### config.mk
export PLATFORM = sky130hd
export DESIGN_NAME = detect_event_logger_flat
export DESIGN_NICKNAME = d
export VERILOG_FILES = /design/src/rtl/detect_event_logger_if.sv /design/src/rtl/detect_event_logger.sv /design/src/flat_wrapper.sv
export SDC_FILE = /design/constraint.sdc
export NUM_CORES = 1
export LEC_CHECK = 0
export CAP_MARGIN = 20
export CORE_AREA = 2 2 140 142
export DETAILED_ROUTE_END_ITERATION = 6
export DIE_AREA = 0 0 142 144
export PLACE_DENSITY = 0.46
export SETUP_SLACK_MARGIN = 0.4
export SLEW_MARGIN = 15
export SYNTH_ARGS = -nofsm -noshare
export SYNTH_HDL_FRONTEND = slang
export SYNTH_SLANG_ARGS = --single-unit
export TNS_END_PERCENT = 20
### constraint.sdc
create_clock -name clk -period 4.05 [get_ports clk]
set_clock_uncertainty 0.05 [all_clocks]
set_input_delay 0.81 -clock clk [delete_from_list [all_inputs] [get_ports clk]]
set_output_delay 0.81 -clock clk [all_outputs]
set_load 0.02 [all_outputs]
### src/rtl/detect_event_logger_if.sv
// Valid/ready event stream carrying a timestamped, sequence-tagged detection.
// The logger drives through master; the host/readout side uses slave.
interface detect_event_logger_if #(
  parameter int TS_W  = 16,
  parameter int SEQ_W = 8
);

  logic             ev_valid;
  logic             ev_ready;
  logic [TS_W-1:0]  ev_timestamp;
  logic [SEQ_W-1:0] ev_seq;

  modport master (
    output ev_valid,
    output ev_timestamp,
    output ev_seq,
    input  ev_ready
  );

  modport slave (
    input  ev_valid,
    input  ev_timestamp,
    input  ev_seq,
    output ev_ready
  );

endinterface

### src/rtl/detect_event_logger.sv
// Timestamps sequence-detector pulses, queues them in a small FIFO and streams
// them out on valid/ready, counting events lost to a full queue.
module detect_event_logger #(
  parameter int TS_W   = 16,
  parameter int SEQ_W  = 8,
  parameter int DEPTH  = 4,
  parameter int DROP_W = 8
) (
  input  logic                     clk,
  input  logic                     reset,
  input  logic                     detect,
  detect_event_logger_if.master    ev,
  output logic [$clog2(DEPTH):0]   level,
  output logic                     overflow,
  output logic [DROP_W-1:0]        drop_count
);

  localparam int AW = $clog2(DEPTH);
  localparam int LW = AW + 1;

  logic [TS_W-1:0]  ts;
  logic [SEQ_W-1:0] seq;

  logic [TS_W-1:0]  ts_mem  [DEPTH];
  logic [SEQ_W-1:0] seq_mem [DEPTH];

  logic [AW-1:0]    wr_ptr;
  logic [AW-1:0]    rd_ptr;
  logic [LW-1:0]    count;

  logic             not_empty;
  logic             full;
  logic             pop;
  logic             push;
  logic             drop;

  // A full FIFO still accepts a push when the head leaves on the same edge.
  always_comb begin
    not_empty = (count != '0);
    full      = (count == LW'(DEPTH));
    pop       = not_empty && ev.ev_ready;
    push      = detect && (!full || pop);
    drop      = detect && !push;
  end

  always_ff @(posedge clk) begin
    if (!reset) begin
      ts  <= '0;
      seq <= '0;
    end else begin
      ts <= ts + TS_W'(1);
      if (detect) begin
        seq <= seq + SEQ_W'(1);
      end
    end
  end

  // Storage is never cleared; stale slots are unreachable once pointers reset.
  always_ff @(posedge clk) begin
    if (reset && push) begin
      ts_mem[wr_ptr]  <= ts;
      seq_mem[wr_ptr] <= seq;
    end
  end

  always_ff @(posedge clk) begin
    if (!reset) begin
      wr_ptr <= '0;
      rd_ptr <= '0;
      count  <= '0;
    end else begin
      if (push) begin
        wr_ptr <= wr_ptr + AW'(1);
      end
      if (pop) begin
        rd_ptr <= rd_ptr + AW'(1);
      end
      case ({push, pop})
        2'b10:   count <= count + LW'(1);
        2'b01:   count <= count - LW'(1);
        default: count <= count;
      endcase
    end
  end

  always_ff @(posedge clk) begin
    if (!reset) begin
      overflow   <= 1'b0;
      drop_count <= '0;
    end else if (drop) begin
      overflow <= 1'b1;
      if (drop_count != '1) begin
        drop_count <= drop_count + DROP_W'(1);
      end
    end
  end

  // Head fields are masked while empty so a reset never exposes stale entries.
  always_comb begin
    ev.ev_valid     = not_empty;
    ev.ev_timestamp = not_empty ? ts_mem[rd_ptr]  : '0;
    ev.ev_seq       = not_empty ? seq_mem[rd_ptr] : '0;
    level           = count;
  end

endmodule

### src/flat_wrapper.sv
// flat-port wrapper written by rule: the top's interface ports become plain ports
module detect_event_logger_flat 
#(
  parameter int TS_W   = 16,
  parameter int SEQ_W  = 8,
  parameter int DEPTH  = 4,
  parameter int DROP_W = 8
)
  (clk, reset, detect, level, overflow, drop_count, ev_ev_valid, ev_ev_timestamp, ev_ev_seq, ev_ev_ready);
  detect_event_logger_if #(.TS_W(TS_W), .SEQ_W(SEQ_W)) ev_i ();
  input  logic clk;
  input  logic reset;
  input  logic detect;
  output logic [$clog2(DEPTH):0] level;
  output logic overflow;
  output logic [DROP_W-1:0] drop_count;
  output wire logic [$bits(ev_i.ev_valid)-1:0] ev_ev_valid;
  output wire logic [$bits(ev_i.ev_timestamp)-1:0] ev_ev_timestamp;
  output wire logic [$bits(ev_i.ev_seq)-1:0] ev_ev_seq;
  input wire logic [$bits(ev_i.ev_ready)-1:0] ev_ev_ready;
  assign ev_ev_valid = ev_i.ev_valid;
  assign ev_ev_timestamp = ev_i.ev_timestamp;
  assign ev_ev_seq = ev_i.ev_seq;
  assign ev_i.ev_ready = ev_ev_ready;
  detect_event_logger #(.TS_W(TS_W), .SEQ_W(SEQ_W), .DEPTH(DEPTH), .DROP_W(DROP_W)) u_core (.clk(clk), .reset(reset), .detect(detect), .ev(ev_i), .level(level), .overflow(overflow), .drop_count(drop_count));
endmodule
Word-level counts from Yosys, hierarchy flattened
Memory sizes are Yosys's and may differ from the RTL's. A register that Yosys moved wholly into a read port is not among the register bits.
Cells that the tools add are included.

operators by class
  reduce and logical (&&, ||, !) cells = 10
  $add $sub $neg = 7
  eq/ne operators = 4
  mux-type cells = 9

operators by type and width
  kind                                                                   number
  16-bit by 1-bit adder with 16-bit output, second input constant        1
  8-bit by 1-bit adder with 8-bit output, second input constant          2
  16-bit 2-to-1 mux                                                      1
  2-bit 2-to-1 mux                                                       4
  8-bit 2-to-1 mux                                                       1
  8-bit != test, second input constant                                   1
  3-bit case mux with 2 select lines                                     1
  2-bit by 1-bit adder with 2-bit output, second input constant          2
  1-bit logical AND                                                      4
  3-bit by 1-bit adder with 3-bit output, second input constant          1
  3-bit equality test, second input constant                             1
  3-bit nonzero test                                                     1
  3-bit by 1-bit subtractor with 3-bit output, second input constant     1
  2-bit by 1-bit equality test with 1-bit output, second input constant  1
  2-bit equality test, second input constant                             1
  1-bit zero test                                                        2
  1-bit 2-to-1 mux                                                       2
  2-bit AND reduction                                                    1
  2-bit nonzero test                                                     1
  1-bit logical OR                                                       1

word-level totals
  output and inout port bits = 37
  bits of input ports = 4
  flip-flop bits (word level) = 40
  bits in writable memories = 96
  memories = 2

memories
  name            depth  width  read ports  clocked after memory_dff  wr ports  line                       text
  u_core.ts_mem   4      16     1           1                         1         detect_event_logger.sv:24  logic [TS_W-1:0] ts_mem [DEPTH];
  u_core.seq_mem  4      8      1           1                         1         detect_event_logger.sv:25  logic [SEQ_W-1:0] seq_mem [DEPTH];

Longest topological paths before layout
Gate-level depths: netlist of the first run.

  depth in word-level cells = 7
  mapped depth = 10
  depth with buffers taken out = 9

Worst setup path after synthesis of the first run
OpenSTA, ideal clock, no wires.

  path kind = input to register
  from = input port ev_ev_ready
  to = register u_core.count[2], in the netlist u_core.level[2]
  data arrival time = 2.567 ns
  path buffers = 1
  stages = 10
  data required time = 3.924 ns
  library setup time = 0.076 ns
  path slack = 1.358 ns
  cell sequence = nor4b_4 -> nor2b_1 -> clkbuf_1 -> inv_1 -> ha_1 -> inv_1 -> fa_1 -> xor2_1 -> or3_1 -> a21boi_0

between the ends
  cells in the longest elaborated chain, start to end = 5
  elaborated cells on any way between the ends = 7
  classes of those cells = eq/ne: 2; mux: 1; reduce/logical: 4

ends and longest elaborated chain
  item                                                                                          line                       text
  start: declaration                                                                            flat_wrapper.sv:20         input wire logic [$bits(ev_i.ev_ready)-1:0] ev_ev_ready;
  1-bit logical AND (*)                                                                         detect_event_logger.sv:41  pop = not_empty && ev.ev_ready;
  1-bit logical OR                                                                              detect_event_logger.sv:42  push = detect && (!full || pop);
  1-bit logical AND                                                                             detect_event_logger.sv:42
  2-bit by 1-bit equality test with 1-bit output / 2-bit equality test (equally long branches)  detect_event_logger.sv:78  case ({push, pop})
  3-bit case mux with 2 select lines / 2-bit nonzero test (equally long branches)               --
  end signal: assignment                                                                        detect_event_logger.sv:79  2'b10: count <= count + LW'(1);
  end signal: assignment                                                                        detect_event_logger.sv:80  2'b01: count <= count - LW'(1);
  end signal: assignment                                                                        detect_event_logger.sv:81  default: count <= count;
  end: declaration                                                                              detect_event_logger.sv:29  logic [LW-1:0] count;

Every way passes the cells marked *; elsewhere a longest branch is shown, timed or not.
A chain may end at the register's enable or synchronous reset.

==> run summary, run 1 <==
======================================================================================
Unrepaired setup endpoints after global routing                                     no
Post-route cell area                                                          6850 µm²
Die Span X                                                                      142 µm
Count of warnings emitted by yosys                                                   0
Most frequent cell after synthesis                                        sky130_fd_sc_hd__edfxtp_1
Biggest area consumer among synthesized cells                             sky130_fd_sc_hd__edfxtp_1
Leakage power summed over all cells                                            2.40 nW
Height of the die                                                               144 µm
Number of enable flip-flop cells after synthesis                                    96
Async set-reset flop share out of synthesis                                         0%
Net count after synthesis                                                          373
Critical path class                                                            reg2out
Final critical delay including setup and external delays                       3.30 ns
Startpoint of the tightest hold check path                                u_core.overflow
Final worst slack                                                             0.748 ns
Drt total wl                                                                   11.0 mm
Worst Setup Slack post-DPL                                                    0.632 ns
Finished Layout Cells                                                              662
Post-synth top flop                                                       sky130_fd_sc_hd__edfxtp_1
Launching element type of the critical path                                  flip-flop
Iter 0 DRT Violations                                                              145
Remaining Overflow, GRT                                                              0
Met2 track demand over resource                                                  18.7%
Synth top cells by count                                                  96 x sky130_fd_sc_hd__edfxtp_1, 50 x sky130_fd_sc_hd__and2_1, 42 x sky130_fd_sc_hd__dfxtp_1
Number of global-route vias before repair                                        3,212
Result of the run                                                         finished clean
Worst flop-to-flop path startpoint                                        u_core.level[0]
Register area share after synthesis                                              66.8%
Core region area                                                            19,100 µm²
DR pass1 iterations                                                                  4
Layer with the highest usage                                                      met2
Crit path arrival time                                                         2.44 ns
Starting density of the core                                                     29.2%
Vias/cell                                                                         4.59
Data required, critical path                                                   3.19 ns
Worst slew margin                                                                50.8%
Tightest hold margin                                                          0.430 ns
Cell with the largest stage delay on the worst path                       sky130_fd_sc_hd__dfxtp_4
Initial antenna violation count                                                      0
Netlist Area Pre-Place                                                        5580 µm²
Number of hold-repair buffers added at the cts stage                                 0
Biggest area contributors in the synthesized netlist                      sky130_fd_sc_hd__edfxtp_1 52%, sky130_fd_sc_hd__dfxtp_1 15%, sky130_fd_sc_hd__mux4_2 9.7%
Top-area cell type share of the netlist area                                     51.7%
Met3 layer usage reported by global route                                        3.64%
Detailed Place HPWL                                                            6.46 mm
N_diodes                                                                             0
Share of the cycle needed by the critical path after routing                     81.5%
Maximum capacitance violations                                                       0
Clock sinks                                                                        138
Number of cells produced by synthesis                                              360
Worst IR Drop VDD                                                             0.302 mV
I/O pin count                                                                       41
Mean instance size in the synthesized netlist                                 15.5 µm²
Residual DRC count                                                                   0
Count of distinct cell types in the synthesized netlist                             37
CTS max path bufs                                                                    2
Clock-pin slew of the registers on the worst-case setup and hold paths         0.06 ns
First-pass GRT wire length                                                     17.4 mm
Maximum number of pins on one net before global-route repair                        27
Number of placed instances with taps included                                      630
Count of antenna-violating nets left after detailed routing                          0
Number of cell rows                                                                 51
WL/cell                                                                        16.6 µm
Final setup fails                                                                    0
Largest fanout of any net on the critical path                                      13
Setup TNS                                                                         0 ns
Worst Tran Pin Value                                                          0.735 ns
Number of buffers added by the clock tree synthesis step                            17
Stage delay of the slowest cell on the critical path                           0.56 ns
Total number of H-tree levels                                                        4
Growth of design area from synthesis to finish                                   22.8%
Total Die Area                                                              20,400 µm²
Pins Over Slew Limit                                                                 0
Proportion of layout cells with a drive suffix above 1                           15.3%
Via count                                                                        3,040
Weighted congestion reported at the end of routability-driven placement          0.755
Clock latency on the worst-skew pair                                           0.42 ns
Critical path capture point type                                          primary output
#FFs+latches synth                                                                 138
Post-DP Area                                                                  6280 µm²
Top achievable clock speed                                                   0.303 GHz
Buffer cell driving the clock tree root                                   sky130_fd_sc_hd__clkbuf_16
Met1 layer usage reported by global route                                        14.4%
PwrDens                                                                     601 nW/µm²
Worst min path class                                                           reg2reg
Count of final hold-check violations                                                 0
CTS tree                                                                          done
All-layer global routing usage                                                   11.6%
Number of nets in the layout                                                       424
Number of buffers inserted to repair setup after CTS                                 0
# port buffers                                                                      40
List of cells traversed by the critical path                              buf_12 > mux4_2 > and2_1 > clkdlybuf4s50_1
======================================================================================
==> per-layer routing <==
metal / routed length, µm / vias to the layer above
met3: 426 / 16
met2: 5160 / 53
met4: 190 / 0
li1: - / 1448
met1: 5190 / 1523
met5: 0 / -
==> flip-flops by register name, indices dropped and copies added (netlist names), named ones only <==
| register | flops |
|---|---|
| u_core.drop_count | 8 |
| u_core.level | 3 |
| u_core.overflow | 1 |
| u_core.rd_ptr | 2 |
| u_core.seq | 8 |
| u_core.seq_mem | 32 |
| u_core.ts | 16 |
| u_core.ts_mem | 64 |
| u_core.wr_ptr | 2 |
==> per-stage QoR <==
step / utilization (%) / power [mW]
2_1_floorplan: - / 2.26
3_3_place_gp: 32.9 / 2.70
3_5_place_dp: 32.9 / 2.71
4_1_cts: 35.9 / 4.21
5_1_grt: 35.9 / 4.33
6_report: 35.9 / 4.12
==> layout make-up <==
class,instances,area (µm²)
clock buffer,20,437
multi-input combinational,198,1760
tap,238,298
inverter,8,30.0
sequential,138,3730
clock inverter,12,126
fill,1828,12200
timing repair buffer,48,473
==> worst paths after layout <==
path         slack, ns         endpoint  cells past startpoint
max               0.75     ev_ev_seq[1]                      4
min               0.43  u_core.overflow                      1
max reg2reg       1.48  u_core.level[2]                      8
min reg2reg       0.43  u_core.overflow                      1
==> where the power goes <==
part / internal (mW) / leakage [nW] / total, mW / switching (mW)
Sequential: 1.57 / 1.30 / 1.65 / 0.0801
Clock: 0.901 / 0.264 / 1.48 / 0.574
Combinational: 0.510 / 0.836 / 0.990 / 0.479
Total: 2.98 / 2.40 / 4.12 / 1.13
==> cells in the final DEF (no fill, tap or decap), types with 2 or more instances in the layout <==
master	instances
sky130_fd_sc_hd__nor2b_1	6
sky130_fd_sc_hd__nor4_1	3
sky130_fd_sc_hd__o21ai_0	8
sky130_fd_sc_hd__and3_1	12
sky130_fd_sc_hd__clkbuf_16	17
sky130_fd_sc_hd__ha_1	8
sky130_fd_sc_hd__edfxtp_1	96
sky130_fd_sc_hd__dfxtp_1	41
sky130_fd_sc_hd__a21boi_0	4
sky130_fd_sc_hd__and2_1	50
sky130_fd_sc_hd__or3_1	6
sky130_fd_sc_hd__bufinv_16	2
sky130_fd_sc_hd__nor3_1	4
sky130_fd_sc_hd__nand4_1	8
sky130_fd_sc_hd__nand3_1	9
sky130_fd_sc_hd__clkinvlp_4	4
sky130_fd_sc_hd__inv_1	8
sky130_fd_sc_hd__buf_4	7
sky130_fd_sc_hd__clkinv_2	3
sky130_fd_sc_hd__nand2_1	12
sky130_fd_sc_hd__mux2i_1	3
sky130_fd_sc_hd__xor2_1	10
sky130_fd_sc_hd__clkbuf_1	3
sky130_fd_sc_hd__a21oi_1	2
sky130_fd_sc_hd__xnor2_1	14
sky130_fd_sc_hd__mux4_2	24
sky130_fd_sc_hd__clkdlybuf4s50_1	40
sky130_fd_sc_hd__nand4_2	2
==> cells by family after synthesis <==
kind of cell	count (synthesis)	share of synthesized area, %
flip-flops	138	66.8
AND/OR/NAND/NOR	120	13.3
XOR/XNOR	24	3.77
buffers and inverters	24	1.70
multiplexers	27	10.2
adder cells (fa/ha/maj)	9	2.15
AO/OA/AOI/OAI	18	2.04
==> critical path, delay by kind of cell, from the launching register on <==
| kind | cells | cell delay [ns] |
|---|---|---|
| simple gates | 1 | 0.18 |
| buf+inv | 2 | 0.78 |
| mux | 1 | 0.50 |
| flops | 1 | 0.56 |
==> timing repair <==
action	CTS	global route
endpoints found under the setup margin	0	1
hold endpoints to repair	0	0
resized for setup	0	1
(Power assumes the default switching activity.)
==> inputs of run 2 (changes only) <==
==> constraint.sdc (replaced) <==
create_clock -name clk -period 3.37 [get_ports clk]
set_clock_uncertainty 0.05 [all_clocks]
set_input_delay 0.674 -clock clk [delete_from_list [all_inputs] [get_ports clk]]
set_output_delay 0.674 -clock clk [all_outputs]
set_load 0.02 [all_outputs]
==> run 2 against run 1 <==
Net effect: setup slack lost 0.36 ns; cell count rose by 0.60%; design area increased by 1.6%; critical path depth is the same; sequential cell count is the same; non-clock buffer count is 5 higher; sequential power is 18% higher; register-to-register slack got worse by 0.60 ns; core utilization grew 0.56 points; clock power increased by 30%; combinational power is 29% higher; count of clock-buffer cells in the layout fell by 1; largest cell class unchanged; largest power group unchanged.
==> run summary, run 2 (synthesized netlist as in run 1, its figures left out) <==
======================================================================================
Final setup fails                                                                    0
# port buffers                                                                      40
Total number of H-tree levels                                                        4
I/O pin count                                                                       41
Critical path capture point type                                          primary output
Number of global-route vias before repair                                        3,112
Unrepaired setup endpoints after global routing                                    yes
Layer with the highest usage                                                      met2
Number of nets in the layout                                                       429
Clock latency on the worst-skew pair                                           0.42 ns
Maximum number of pins on one net before global-route repair                        34
Growth of design area from synthesis to finish                                   24.7%
Critical path class                                                            reg2out
N_diodes                                                                             0
Result of the run                                                         finished clean
Maximum capacitance violations                                                       0
Worst Setup Slack post-DPL                                                    0.440 ns
Leakage power summed over all cells                                            2.52 nW
Number of buffers added by the clock tree synthesis step                            17
Pins Over Slew Limit                                                                 0
Register containing the most flip-flops in the final layout               u_core.ts_mem
Buffer cell driving the clock tree root                                   sky130_fd_sc_hd__clkbuf_16
Met2 track demand over resource                                                  18.3%
First-pass GRT wire length                                                     17.1 mm
Met1 layer usage reported by global route                                        14.5%
DR pass1 iterations                                                                  4
Iter 0 DRT Violations                                                              180
PwrDens                                                                     739 nW/µm²
Clock sinks                                                                        138
Data required, critical path                                                   2.65 ns
Crit path arrival time                                                         2.26 ns
Launching element type of the critical path                                  flip-flop
WL/cell                                                                        16.4 µm
Count of antenna-violating nets left after detailed routing                          0
Clock-pin slew of the registers on the worst-case setup and hold paths         0.06 ns
Via count                                                                        3,033
Met3 layer usage reported by global route                                        3.61%
Initial antenna violation count                                                      0
Post-DP Area                                                                  6310 µm²
Proportion of layout cells with a drive suffix above 1                           16.6%
All-layer global routing usage                                                   11.4%
Registers with the highest flip-flop counts                               u_core.ts_mem (64), u_core.seq_mem (32), u_core.ts (16)
Most frequent cells in the layout                                         96 x sky130_fd_sc_hd__edfxtp_1, 50 x sky130_fd_sc_hd__and2_1, 41 x sky130_fd_sc_hd__dfxtp_1
Drt total wl                                                                   10.9 mm
Core region area                                                            19,100 µm²
Footprint of the flip-flops and latches                                       3720 µm²
Die Span X                                                                      142 µm
Count of final hold-check violations                                                 0
Residual DRC count                                                                   0
Remaining Overflow, GRT                                                              0
Number of cell rows                                                                 51
Final critical delay including setup and external delays                       2.98 ns
CTS tree                                                                          done
Weighted congestion reported at the end of routability-driven placement          0.739
Flip-flop count of the largest register after layout                                64
Vias/cell                                                                         4.55
Top achievable clock speed                                                   0.335 GHz
Starting density of the core                                                     29.2%
Worst min path class                                                           reg2reg
Detailed Place HPWL                                                            6.22 mm
Worst Tran Pin Value                                                          0.500 ns
Post-route cell area                                                          6960 µm²
Largest fanout of any net on the critical path                                      12
Final worst slack                                                             0.387 ns
Commonest non-fill, non-tap cell in the layout                            sky130_fd_sc_hd__edfxtp_1
Worst slew margin                                                                66.6%
Number of hold-repair buffers added at the cts stage                                 0
Height of the die                                                               144 µm
Footprint of the multi-input gates                                            1760 µm²
Share of the cycle needed by the critical path after routing                     88.5%
# fillers                                                                        1,813
CTS max path bufs                                                                    2
Setup TNS                                                                         0 ns
Total Die Area                                                              20,400 µm²
Worst IR Drop VDD                                                             0.432 mV
======================================================================================
## run 2: routing by layer
layer  vias up  part of all wire [%]
met1      1508                    48
met3        15                   3.6
li1       1465                     -
met4         0                   1.6
met2        45                    47
met5         -                     0
## run 2: per-stage QoR
step / power, mW / utilization, % / hold slack, ns / instances
finish: 5.14 / 36.5 / 0.434 / 666
global route: 5.39 / 36.5 / 0.449 / 666
CTS: 5.20 / 36.3 / 0.428 / 665
detailed placement: 3.28 / 33.1 / 0.408 / 634
global placement: 3.27 / 33.1 / 0.403 / 634
floorplan: 2.72 / - / 0.419 / 360
## run 2: what timing repair did
item | 4_1_cts | 5_1_grt
gates resized for setup | 0 | 4
gates cloned | 0 | 1
endpoints found under the setup margin | 24 | 24
setup buffers | 0 | 0
## run 2: critical path, cell delays in order, from the launching register on
cell and delay, ns:
sky130_fd_sc_hd__dfxtp_2 0.40, sky130_fd_sc_hd__clkbuf_16 0.22, sky130_fd_sc_hd__mux4_2 0.51, sky130_fd_sc_hd__and2_1 0.17, sky130_fd_sc_hd__clkdlybuf4s50_1 0.53
## run 2: layout make-up
cell class              count  share of cell area, %
flip-flops and latches    138                   53.5
clock inverters            12                   2.52
multi-input cells         198                   25.3
well taps                 238                   4.28
clock buffers              19                   6.22
inverters                   8                  0.432
repair buffers             53                   7.73
## run 2: worst paths after layout
path	from	end	slack (ns)	cells after the start
max reg2reg	u_core.level[0]	u_core.level[2]	0.88	9
max	flip-flop	ev_ev_timestamp[12]	0.39	4
min reg2reg	u_core.overflow	u_core.overflow	0.43	1
min	u_core.overflow	u_core.overflow	0.43	1
## run 2: power breakdown
group | internal [mW] | switching [mW]
Clock | 1.23 | 0.685
Sequential | 1.89 | 0.0622
Combinational | 0.647 | 0.633
==> inputs of run 3 (changes only) <==
--- a/config.mk
+++ b/config.mk
@@ -5,6 +5,7 @@
 export SDC_FILE = /design/constraint.sdc
 export NUM_CORES = 1
 export LEC_CHECK = 0
+export ABC_CLOCK_PERIOD_IN_PS = 3370
 export CAP_MARGIN = 20
 export CORE_AREA = 2 2 140 142
 export DETAILED_ROUTE_END_ITERATION = 6
==> results of run 3 <==
Same layout as run 2: the final DEF is identical, and so are final timing and power.
